**config.mk**
```make
export PLATFORM = sky130hd
export DESIGN_NAME = exp_subtractor_serial
export DESIGN_NICKNAME = d
export VERILOG_FILES = /design/src/rtl/exp_subtractor_serial.sv
export SDC_FILE = /design/constraint.sdc
export NUM_CORES = 1
export LEC_CHECK = 0
export CORE_ASPECT_RATIO = 1.75
export CORE_MARGIN = 8
export CORE_UTILIZATION = 56
export CTS_CLUSTER_DIAMETER = 150
export CTS_CLUSTER_SIZE = 16
export DETAILED_ROUTE_END_ITERATION = 10
export HOLD_SLACK_MARGIN = 0.03
export MAX_ROUTING_LAYER = met4
export PLACE_DENSITY_LB_ADDON = 0.05
export SKIP_CTS_REPAIR_TIMING = 1
export SYNTH_ARGS = -nofsm -noshare
export SYNTH_HDL_FRONTEND = slang
export SYNTH_SLANG_ARGS = --single-unit
```
**constraint.sdc**
```tcl
create_clock -name clk -period 5.2 [get_ports clk]
set_clock_uncertainty 0.2 [all_clocks]
set_input_delay 1.04 -clock clk [delete_from_list [all_inputs] [get_ports clk]]
set_output_delay 1.04 -clock clk [all_outputs]
set_load 0.02 [all_outputs]
```
**src/rtl/exp_subtractor_serial.sv**
```systemverilog
// rtl/exp_subtractor_serial.sv - bit-serial LSB-first subtractor producing a-b, borrow and |a-b|
module exp_subtractor_serial #(
    parameter int WIDTH = 8
) (
    input  logic             clk,
    input  logic             rst_n,
    input  logic             start,
    input  logic [WIDTH-1:0] a,
    input  logic [WIDTH-1:0] b,
    output logic             busy,
    output logic             done,
    output logic [WIDTH-1:0] diff,
    output logic             a_lt_b,
    output logic [WIDTH-1:0] abs_diff
);
    localparam int CW = (WIDTH > 1) ? $clog2(WIDTH) : 1;

    typedef enum logic [1:0] {IDLE, SUB, ABS} state_t;

    state_t           state;
    logic [WIDTH-1:0] a_sr;
    logic [WIDTH-1:0] b_sr;
    logic [WIDTH-1:0] res_sr;
    logic             borrow_r;
    logic [CW-1:0]    cnt;

    logic ai;
    logic bi;
    logic di;
    logic borrow_next;

    // One full-subtractor stage; the borrow is carried between clocks in borrow_r.
    assign ai          = a_sr[0];
    assign bi          = b_sr[0];
    assign di          = ai ^ bi ^ borrow_r;
    assign borrow_next = (~ai & bi) | (~(ai ^ bi) & borrow_r);

    always_ff @(posedge clk or negedge rst_n) begin
        if (!rst_n) begin
            state    <= IDLE;
            a_sr     <= '0;
            b_sr     <= '0;
            res_sr   <= '0;
            borrow_r <= 1'b0;
            cnt      <= '0;
            busy     <= 1'b0;
            done     <= 1'b0;
            diff     <= '0;
            a_lt_b   <= 1'b0;
            abs_diff <= '0;
        end else begin
            case (state)
                IDLE: begin
                    done <= 1'b0;
                    if (start) begin
                        a_sr     <= a;
                        b_sr     <= b;
                        res_sr   <= '0;
                        borrow_r <= 1'b0;
                        cnt      <= '0;
                        busy     <= 1'b1;
                        state    <= SUB;
                    end
                end
                SUB: begin
                    done     <= 1'b0;
                    res_sr   <= {di, res_sr[WIDTH-1:1]};
                    a_sr     <= {1'b0, a_sr[WIDTH-1:1]};
                    b_sr     <= {1'b0, b_sr[WIDTH-1:1]};
                    borrow_r <= borrow_next;
                    cnt      <= cnt + 1'b1;
                    if (cnt == CW'(WIDTH - 1)) begin
                        state <= ABS;
                    end
                end
                ABS: begin
                    // Two's-complement negate of the wrapped result gives the magnitude.
                    diff     <= res_sr;
                    a_lt_b   <= borrow_r;
                    abs_diff <= borrow_r ? (~res_sr + 1'b1) : res_sr;
                    done     <= 1'b1;
                    busy     <= 1'b0;
                    state    <= IDLE;
                end
                default: begin
                    state <= IDLE;
                    busy  <= 1'b0;
                    done  <= 1'b0;
                end
            endcase
        end
    end
endmodule

```
==> impl_results.md <==
- Outcome: completed
- Initial antenna violation count: 0
- Final HPWL from detailed placement: 2908 um
- Hold Fails Final Rpt: 0
- Crit-path cells: clkdlybuf4s50_1
- Final nets: 271
- Placed Area: ~2500 um^2
- Post-route design area: 2610 um^2
- Die X: 62.62 um
- Seq/Total Area, Yosys: between 50% and 60%
- Mapped Area: 2130 um^2
- Multi-input gate area: 840.8 um^2
- DIE AREA: 6110 um^2
- Slowest-stage cell, CP: clkdlybuf4s50_1
- Worst-margin pin slew: between 1 and 1.5 ns
- CP peak stage delay: 0.62 ns
- Most frequent cells in the layout: nand2_1 (69), dfrtp_1 (48), clkdlybuf4s50_1 (36)
- Post-DR wirelength/cell: 13.64 um
- PortBufs: 37
- GPL Wtd Cong: 0.7584
- Place WS: 2.433 ns
- CTS Buffer Depth: 2
- Clock slew seen by the registers of the worst setup and hold paths: 0.09 ns
- Area delta synth->final: 22.56%
- Total number of vias: 1519
- FF+latch area: approximately 1200 um^2
- Drt pass-1 iters: 4
- Number of CTS-inserted buffers: 5
- Vias in the first global route: 1699
- Crit end category: output port
- Drt via density: 5.149
- Max H-tree Level: 2
- Final setup viols: 0
- Slew Limit Fails: 0
- Final period utilization: 48.48%
- CP startpoint kind: register
- CP Buf/Inv Count: 1
- Num ports: 38
- Pin count of the biggest net entering global routing: 49
- Initial Utilization: 58.69%
- Hold slack: around 0.28 ns
- Relative slew slack: around 32%
- Critical path class: reg2out
- Layout Utilization: 71.93%
- Worst Path Arrival: 1.28 ns
- Core Area: 3628 um^2
- Yosys top cell area share: 56.40%
- Std-Cell Rows: 29
- Post-Syn Nets: 240
- VDD IR max: 0.3612 mV
- PwrDens: 585.1 nW/um^2
- GRT Residual Overflow: 0
- Max frequency: slightly below 0.4 GHz
- Worst EP required: slightly below 4 ns
- Clock latency on the worst-skew pair: 0.30 ns
- Die height: 97.58 um
- TritonCTS Sinks: between 40 and 50
- Setup TNS: 0 ns
- Type of the worst min-delay path: reg2reg
- Residual DRC: 0
- Setup ws final: 2.679 ns
- Total GRT Usage: approximately 15%
- Clock period minus final worst setup slack: 2.521 ns
- Worst reg2reg setup slack: 3.24 ns
- Antenna Cells: 0
- Root Driver: clkbuf_8
- Filler Cells Inserted: 278
- Routed Antenna Nets: 0
- First-pass GRT wire length: about 7300 um
- Layout cell share with drive strength beyond 1: 6.024%
- Yosys top cell by area: dfrtp_1
- Avg Inst Size Synth: 9.814 um^2
- CTS tree: done
- Synth cell types: 29
- WL final: 4025 um
- Yosys warning total: 0
- Commonest non-fill, non-tap cell in the layout: nand2_1
- Iter 0 DRT Violations: 54
- Largest delay share family, worst path: buffers and inverters
- Max Cap Viol: 0
- Syn Inst Count: 217
- Static leakage: about 1.1 nW
- Synth top area cells: dfrtp_1 (56%), nand2_1 (12%), mux2i_1 (6.6%), o21ai_0 (5.9%), o21ai_1 (2.6%)
- Crit-path max FO: 2
- RSZ-0062 raised after global routing: no
- Seq cells post-synth: 48
-- worst paths after layout --
path                               start     endpoint  cells past startpoint
worst min-delay path             diff[2]      diff[2]                      2
worst max-delay path             diff[5]      diff[5]                      1
max in group asynchronous          rst_n      b_sr[1]                      1
worst min register to register   diff[2]      diff[2]                      2
min in group asynchronous          rst_n  abs_diff[6]                      1
worst max register to register  state[0]      diff[6]                      5
-- cell type report --
cell class | instances | share of cell area (%)
Sequential cell | 48 | 46.02
Inverter | 6 | 0.8629
Timing Repair Buffer | 39 | 14.57
Multi-Input combinational cell | 148 | 32.21
Tap cell | 46 | 2.205
Clock inverter | 2 | 1.342
Clock buffer | 6 | 2.780
-- flip-flops by register name, summed over array words and instances, names as in the netlist --
name / flops
a_lt_b: 1
a_sr: 8
abs_diff: 7
b_sr: 8
borrow_r: 1
busy: 1
cnt: 3
diff: 8
done: 1
res_sr: 8
state: 2
-- worst register-to-register path: stages (launching register included) --
cell and delay [ns]:
dfrtp_1 0.42, inv_1 0.08, nand2_1 0.54, clkinv_1 0.39, nand2_1 0.17, nand2_1 0.06
-- metal layers --
layer / vias up / share of wire [%] / GRT usage [%] / wire (um)
met5: - / 0 / - / 0
met4: 0 / 1.5 / 5.654 / 61
met3: 6 / 4.5 / 4.734 / 180
met2: 31 / 55 / 26.76 / 2221
met1: 714 / 39 / 13.90 / 1562
li1: 768 / - / - / -
-- per-stage QoR --
stage / cells / power, W
after floorplan: 217 / 0.001057
after global placement: 287 / 0.001246
after detailed placement: 287 / 0.001287
after CTS: 295 / 0.001546
after global routing: 295 / 0.001654
final: 295 / 0.001527
-- cells in the mapped netlist --
master,instances
a21oi_1,2
and2_1,1
buf_2,2
buf_4,2
buf_6,1
clkbuf_1,10
clkinv_1,1
dfrtp_1,48
fa_1,1
ha_1,3
inv_1,5
mux2i_1,14
nand2_1,69
nand2b_1,1
nor2_1,3
nor2b_1,2
nor3b_2,1
o21ai_0,25
o21ai_1,11
o21bai_1,1
o22ai_1,2
o31a_1,1
o31ai_1,1
o31ai_4,1
o41ai_1,1
or2_2,1
or4_4,1
xnor2_1,2
xor2_1,4
-- power by group --
group / switching, W / total (W) / leakage [nW] / internal (W)
logic: 0.000346 / 0.000631 / 0.487 / 0.000284
clock network: 0.000119 / 0.000262 / 0.0552 / 0.000143
registers: 0.000116 / 0.000634 / 0.607 / 0.000519
-- logic make-up after synthesis --
kind of cell / count (synthesis) / synth area share (%)
adder cells (fa/ha/maj): 4 / 2.703
flip-flops: 48 / 56.40
AO/OA/AOI/OAI: 45 / 12.04
buffers and inverters: 21 / 4.524
multiplexers: 14 / 6.580
XOR/XNOR: 6 / 2.468
AND/OR/NAND/NOR: 79 / 15.28
No activity file was read; power rests on OpenSTA's default activity.
